$ cat src/rtl/load_store_writeback.sv
// Memory access and writeback stage: runs one load/store as a handshaked data-memory
// access. Loads are formatted and written to the register file; stores finish quietly.
module load_store_writeback #(
    parameter int TIMEOUT = 16,
    parameter int XLEN    = 32
) (
    input  logic            Clk,
    input  logic            Rst,
    input  logic            Start,
    input  logic            IsStore,
    input  logic [2:0]      Funct3,
    input  logic [XLEN-1:0] Addr,
    input  logic [XLEN-1:0] StoreData,
    input  logic [4:0]      Rd,
    output logic            Busy,
    output logic            Done,
    output logic            Err,
    output logic            MemReq,
    output logic            MemWe,
    output logic [XLEN-1:0] MemAddr,
    output logic [XLEN-1:0] MemWData,
    output logic [3:0]      MemByteEn,
    input  logic            MemAck,
    input  logic [XLEN-1:0] MemRData,
    output logic [4:0]      A3,
    output logic [XLEN-1:0] WD3,
    output logic            WE3
);

    typedef enum logic [1:0] {
        IDLE,
        REQ,
        WB,
        FIN
    } state_t;

    localparam logic [7:0] CNT_LAST = 8'(TIMEOUT - 1);

    state_t          state_q, state_d;
    logic            is_store_q, is_store_d;
    logic [2:0]      funct3_q, funct3_d;
    logic [1:0]      off_q, off_d;
    logic [4:0]      rd_q, rd_d;
    logic [XLEN-1:0] mem_addr_q, mem_addr_d;
    logic [XLEN-1:0] mem_wdata_q, mem_wdata_d;
    logic [3:0]      mem_be_q, mem_be_d;
    logic [7:0]      cnt_q, cnt_d;
    logic            err_q, err_d;
    logic [4:0]      a3_q, a3_d;
    logic [XLEN-1:0] wd3_q, wd3_d;

    logic            cmd_legal;
    logic            cmd_misaligned;
    logic [3:0]      cmd_be;
    logic [XLEN-1:0] cmd_wdata;
    logic [XLEN-1:0] load_data;

    // Funct3[1:0] encodes the access size (00 byte, 01 half, 10 word); bit 2 is "unsigned".
    function automatic logic [XLEN-1:0] fmt_load(input logic [2:0]      f3,
                                                 input logic [1:0]      off,
                                                 input logic [XLEN-1:0] word);
        logic [7:0]  b;
        logic [15:0] h;
        case (off)
            2'd0:    b = word[7:0];
            2'd1:    b = word[15:8];
            2'd2:    b = word[23:16];
            default: b = word[31:24];
        endcase
        h = off[1] ? word[31:16] : word[15:0];
        case (f3)
            3'b000:  return {{24{b[7]}}, b};
            3'b001:  return {{16{h[15]}}, h};
            3'b100:  return {24'd0, b};
            3'b101:  return {16'd0, h};
            default: return word;
        endcase
    endfunction

    always_comb begin
        case (Funct3)
            3'b000, 3'b001, 3'b010: cmd_legal = 1'b1;
            3'b100, 3'b101:         cmd_legal = !IsStore;
            default:                cmd_legal = 1'b0;
        endcase

        cmd_misaligned = ((Funct3[1:0] == 2'b01) && Addr[0]) ||
                         ((Funct3[1:0] == 2'b10) && (Addr[1:0] != 2'b00));

        case (Funct3[1:0])
            2'b00:   cmd_be = 4'b0001 << Addr[1:0];
            2'b01:   cmd_be = Addr[1] ? 4'b1100 : 4'b0011;
            default: cmd_be = 4'b1111;
        endcase

        // Replicating the store data puts the right bytes on every enabled lane.
        if (!IsStore) begin
            cmd_wdata = '0;
        end else begin
            case (Funct3[1:0])
                2'b00:   cmd_wdata = {4{StoreData[7:0]}};
                2'b01:   cmd_wdata = {2{StoreData[15:0]}};
                default: cmd_wdata = StoreData;
            endcase
        end

        load_data = fmt_load(funct3_q, off_q, MemRData);
    end

    // NOTE: every signal gets a default first so no path through the case infers a latch.
    always_comb begin
        state_d     = state_q;
        is_store_d  = is_store_q;
        funct3_d    = funct3_q;
        off_d       = off_q;
        rd_d        = rd_q;
        mem_addr_d  = mem_addr_q;
        mem_wdata_d = mem_wdata_q;
        mem_be_d    = mem_be_q;
        cnt_d       = cnt_q;
        err_d       = 1'b0;
        a3_d        = a3_q;
        wd3_d       = wd3_q;

        Busy   = (state_q != IDLE);
        MemReq = (state_q == REQ);
        MemWe  = (state_q == REQ) && is_store_q;
        Done   = (state_q == WB) || (state_q == FIN);
        WE3    = (state_q == WB) && (rd_q != 5'd0);
        Err    = err_q;

        case (state_q)
            IDLE: begin
                if (Start) begin
                    if (!cmd_legal || cmd_misaligned) begin
                        err_d = 1'b1;
                    end else begin
                        is_store_d  = IsStore;
                        funct3_d    = Funct3;
                        off_d       = Addr[1:0];
                        rd_d        = Rd;
                        mem_addr_d  = {Addr[XLEN-1:2], 2'b00};
                        mem_wdata_d = cmd_wdata;
                        mem_be_d    = cmd_be;
                        cnt_d       = 8'd0;
                        state_d     = REQ;
                    end
                end
            end
            REQ: begin
                if (MemAck) begin
                    cnt_d = 8'd0;
                    if (is_store_q) begin
                        state_d = FIN;
                    end else begin
                        state_d = WB;
                        // x0 is never written, so the write port keeps its previous values.
                        if (rd_q != 5'd0) begin
                            a3_d  = rd_q;
                            wd3_d = load_data;
                        end
                    end
                end else if (cnt_q == CNT_LAST) begin
                    cnt_d   = 8'd0;
                    err_d   = 1'b1;
                    state_d = IDLE;
                end else begin
                    cnt_d = cnt_q + 8'd1;
                end
            end
            WB:      state_d = IDLE;
            FIN:     state_d = IDLE;
            default: state_d = IDLE;
        endcase
    end

    // NOTE: sequential state uses non-blocking assignments so all registers update together.
    always_ff @(posedge Clk or posedge Rst) begin
        if (Rst) begin
            state_q     <= IDLE;
            is_store_q  <= 1'b0;
            funct3_q    <= 3'd0;
            off_q       <= 2'd0;
            rd_q        <= 5'd0;
            mem_addr_q  <= '0;
            mem_wdata_q <= '0;
            mem_be_q    <= 4'd0;
            cnt_q       <= 8'd0;
            err_q       <= 1'b0;
            a3_q        <= 5'd0;
            wd3_q       <= '0;
        end else begin
            state_q     <= state_d;
            is_store_q  <= is_store_d;
            funct3_q    <= funct3_d;
            off_q       <= off_d;
            rd_q        <= rd_d;
            mem_addr_q  <= mem_addr_d;
            mem_wdata_q <= mem_wdata_d;
            mem_be_q    <= mem_be_d;
            cnt_q       <= cnt_d;
            err_q       <= err_d;
            a3_q        <= a3_d;
            wd3_q       <= wd3_d;
        end
    end

    assign MemAddr   = mem_addr_q;
    assign MemWData  = mem_wdata_q;
    assign MemByteEn = mem_be_q;
    assign A3        = a3_q;
    assign WD3       = wd3_q;

endmodule

$ cat config.mk
export PLATFORM = sky130hd
export DESIGN_NAME = load_store_writeback
export DESIGN_NICKNAME = d
export VERILOG_FILES = /design/src/rtl/load_store_writeback.sv
export SDC_FILE = /design/constraint.sdc
export NUM_CORES = 1
export LEC_CHECK = 0
export ABC_AREA = 1
export CAP_MARGIN = 20
export CORE_MARGIN = 2
export CORE_UTILIZATION = 28
export CTS_CLUSTER_DIAMETER = 40
export DETAILED_ROUTE_END_ITERATION = 16
export PLACE_DENSITY = 0.58
export SLEW_MARGIN = 15
export SYNTH_ARGS = -nofsm -noshare
export SYNTH_HDL_FRONTEND = slang
export SYNTH_SLANG_ARGS = --single-unit
export TNS_END_PERCENT = 10
$ cat constraint.sdc
create_clock -name Clk -period 3.33 [get_ports Clk]
set_input_delay 0.333 -clock Clk [delete_from_list [all_inputs] [get_ports Clk]]
set_output_delay 0.333 -clock Clk [all_outputs]
set_load 0.05 [all_outputs]
# Word-level counts from Yosys, hierarchy flattened
# Cells that the tools add are included.
[op_classes] add_sub_neg=1 mul=0 n_div=0 n_lt_le_gt_ge=0 n_eq_ne=18 shifts=1 n_mux=24 n_bitwise=2 reduce_logical=25
[op_table] cell="$pmux 32 s4" count=1
[op_table] cell="$pmux 32 s2" count=1
[op_table] cell="$mux 32" count=1
[op_table] cell="$mux 8" count=4
[op_table] cell="$pmux 8 s3" count=1
[op_table] cell="$mux 16" count=1
[op_table] cell="$pmux 8 s2" count=1
[op_table] cell="$eq 3x3->1 const B" count=4
[op_table] cell="$reduce_and 3->1" count=3
[op_table] cell="$add 8x1->8 const B" count=1
[op_table] cell="$eq 2x2->1 const B" count=4
[op_table] cell="$eq 8x4->1 const B" count=1
[op_table] cell="$mux 2" count=4
[op_table] cell="$pmux 4 s2" count=1
[op_table] cell="$eq 2x1->1 const B" count=3
[op_table] cell="$eq 3x1->1 const B" count=2
[op_table] cell="$logic_not 2->1" count=3
[op_table] cell="$logic_not 3->1" count=2
[op_table] cell="$pmux 2 s3" count=1
[op_table] cell="$reduce_bool 2->1" count=3
[op_table] cell="$mux 1" count=5
[op_table] cell="$reduce_bool 5->1" count=1
[op_table] cell="$logic_and 1x1->1" count=4
[op_table] cell="$mux 4" count=1
[op_table] cell="other kinds (11)" count=18
[word_totals] register_bits=125 latch_bits=0 ram_bits=0 rom_bits=0 inputBits=109 out_inout_bits=111 word_cells=83 n_memories=0

# Depth between registers and ports, before layout
[logic_depth] depth_word=8 depth_mapped=9 ltp_nobuf=8

# Worst setup path after synthesis
# Ideal clock, no wire load.
[synth_timing] path_kind="reg2reg" start="register state_q[1]" end="register state_q[0]" setup_ns=0.071 arrival_ns=1.643 t_required_ns=3.259 setup_slack_ns=1.616 path_stages_with_launch=8 n_path_buf=0 period_less_slack_ns=1.714 cell_sequence="dfrtp_1 > inv_1 > nand2_1 > nor2_1 > nand2_1 > nand2_1 > nor2_1 > nor2_1"
[synth_between] elab_chain_len=3 word_cells_on_any_way=10 classes_between="eq/ne: 6; mux: 1; reduce/logical: 3"
[synth_lines] element="start, declared" line_no="39" rtl="state_t state_q, state_d;"
[synth_lines] element="start signal, assigned" line_no="193" rtl="state_q <= state_d;"
[synth_lines] element="$eq 2x1->1 (tied with other cells)" line_no="132" rtl="case (state_q)"
[synth_lines] element="$ne 3x1->1 (no source line) (tied with other cells)"
[synth_lines] element="$reduce_and 3->1 (no source line) / $pmux 2 s3 (equally long branches)"
# Several ways; a longest one is shown, not always the timed one.
# A chain may end at the register's enable or synchronous reset.

# Worst setup path in the final report
[layout_timing] start="register state_q[1]" end="output port MemReq"
[layout_between] elab_chain_len=1
[layout_lines] element="$eq 2x1->1" line_no="126" rtl="MemReq = (state_q == REQ);"
[layout_lines] element="end, declared" line_no="18" rtl="output logic MemReq,"
# Every way passes these cells.

==> results_dict.tcl <==
set metrics [dict create \
    vias 6203 \
    final_hold_viol_count 0 \
    synth_area_um2 6500 \
    synth_top_area_share_pct 48.1 \
    finClkSkew_ps 8.92 \
    overflow 0 \
    rsz0062_at_grt "false" \
    met1_usage_pct 22.4 \
    synth.area.top_cells "dfrtp_1 48%, nand2_1 22%, inv_1 4.8%, nand3_1 3.9%, o211ai_1 2.8%" \
    remaining_drc_errors 0 \
    timing.setup.tns_ps 0 \
    wire_per_inst_um 15.0 \
    cts_sinks 125 \
    numPortBuffers 217 \
    final_antenna_net_count 0 \
    final_cell_mix "381 x nand2_1, 217 x clkdlybuf4s50_1, 125 x dfrtp_1" \
    maxSlewViolCount 0 \
    outcome "finished, final reports clean" \
    worst_pin_slew_ps 849 \
    ys_warn_count 0 \
    max_stage_delay_ps 810 \
    n_antenna_cell 0 \
    cts_buffers 17 \
    syn-instance-count 876 \
    postLayoutSetupSlackWorst_ps 682 \
    firstDrtPassIters 4 \
    cts_max_level 4 \
    crit_start "state_q[1]" \
    setup_violations 0 \
    yosysUniqueCellTypes 28 \
    grt_max_degree 121 \
    ys.flop_type "dfrtp_1" \
    arrival_ps 2320 \
    required_ps 3000 \
    synth_top_cell_by_area "dfrtp_1" \
    via_per_inst 4.51 \
    endpoint_kind "output pin" \
    nets 1186 \
    final_cells 1374 \
    timing.final.crit_period_ps 2650 \
    leakagePower_nw 4.76 \
    placed_cells 1342 \
    cts_tree "yes" \
    initial_utilization_pct 28.6 \
    clock_latency_ps 420 \
    synth.avg_cell_area_um2 7.42 \
    synth-edff-count 0 \
    reg2reg_from "off_q[1]" \
    hold_path.class "in2async" \
    final_core_util_pct 41.7 \
    yosysSeqAreaShare_pct 48.1 \
    synth_seq_cells 125 \
    post_cts_buffers 0 \
    power_mw 9.98 \
    power_density_nw_per_um2 1050 \
    fillCellCount 2340 \
    cts_resized 0 \
    cts_hold_buf 0 \
    async_flop_share_pct 100 \
    crit_chain "inv_1 > nand2_1 > clkinv_1 > clkdlybuf4s50_1" \
    grt_pass1_wl_um 32200 \
    clock.fmax_ghz 0.378 \
    slew_headroom_pct 43.2 \
    clockBufferDepth 2 \
    cts_root_buffer "clkbuf_16" \
    drtIter0Drc 284 \
    met3_usage_pct 6.54 \
    path_max_fanout 10 \
    layout_commonest_cell "nand2_1" \
    final.period_utilization_pct 79.5 \
    core_area_um2 22700 \
    place_congestion 0.819 \
    dieArea_um2 24500 \
    gr-usage-all-layers_pct 17.1 \
    io_pins 220 \
    dieWidth_um 156 \
    dp_worst_setup_slack_ps 843 \
    rows 55 \
    crit_path_start_kind "flop" \
    die_height_um 156 \
    drive_above_1_share_pct 8.63 \
    crit_type "reg2out" \
    path_clk_slew_ps 60 \
    grt_util_met2_pct 26.3 \
    grt_antenna_before_repair 1 \
    areaGrowthSynthToFinish_pct 45.7 \
    drv_cap 0 \
    wirelength_um 20700 \
    top_usage_layer "met2" \
    grt_pass1_vias 5891 \
    critPathSlowestCell "clkdlybuf4s50_1" \
    hpwl_um 14600 \
    vdd_ir_drop_max_uv 548 \
]
## stage by stage
| stage | hold WS [ps] | area, um2 |
|---|---|---|
| 5_1_grt | 437 | 9480 |
| 3_5_place_dp | 464 | 8840 |
| 6_report | 388 | 9480 |
| 2_1_floorplan | 443 | 6510 |
| 3_3_place_gp | 462 | 8840 |
| 4_1_cts | 404 | 9480 |
## final timing paths
check	end	slack [ps]	cells past startpoint
max reg2reg	WD3[31]	1390	7
min in group Clk	MemAddr[23]	440	3
max	MemReq	680	4
min	MemWData[14]	390	2
max in group asynchronous	cnt_q[2]	2170	3
min reg2reg	rd_q[4]	480	2
## power breakdown
| part | total (mW) | internal, mW | switching (mW) |
|---|---|---|---|
| Clock | 2.01 | 1.28 | 0.729 |
| Combinational | 5.34 | 1.74 | 3.61 |
| Sequential | 2.63 | 2.18 | 0.445 |
| Total | 9.98 | 5.20 | 4.78 |
## cell usage after synthesis (3+ instances only)
master    number
buf_2         18
dfrtp_1      125
nand4_1        8
or2_2         25
o21ai_0       23
a21oi_1       12
nand3_1       51
o21ai_2       17
buf_6         11
inv_1         83
clkbuf_1      12
inv_2          7
nor2_1        44
nand2_2        3
nand2_1      381
o21ai_1       13
o211ai_1      24
buf_4          5
## flip-flops by register name (all words and copies together) (netlist names)
register	count
MemByteEn	4
MemAddr	30
is_store_q	1
off_q	2
cnt_q	8
WD3	32
state_q	2
A3	5
Err	1
MemWData	32
rd_q	5
funct3_q	3
## per-layer routing
layer	part of all wire (%)	vias to the layer above	wire, um
met5	0.063	-	13
met4	1.4	2	284
met3	8.8	22	1820
met2	45	231	9230
met1	45	2834	9320
li1	-	3114	-
## logic make-up after synthesis
family / synth area share (%)
buffers and inverters: 9.87
XOR/XNOR: 0.269
flip-flops: 48.1
AND/OR/NAND/NOR: 32.3
adder cells (fa/ha/maj): 0.192
other: 0.0577
AO/OA/AOI/OAI: 9.18
## critical path, delay by kind of cell, from the launching register on
family | cells | cell delay [ps]
AND/OR/NAND/NOR | 1 | 290
flip-flops | 1 | 370
buffers and inverters | 3 | 1240
## cell type report
type	instances	area [um2]	share of cell area, %
timing repair buffer	226	2260	23.9
clock buffer	19	443	4.67
inverter	92	349	3.68
clock inverter	13	189	1.99
tap	285	357	3.76
multi-input combinational	614	2750	29.0
sequential	125	3130	33.0
(Power assumes the default switching activity.)
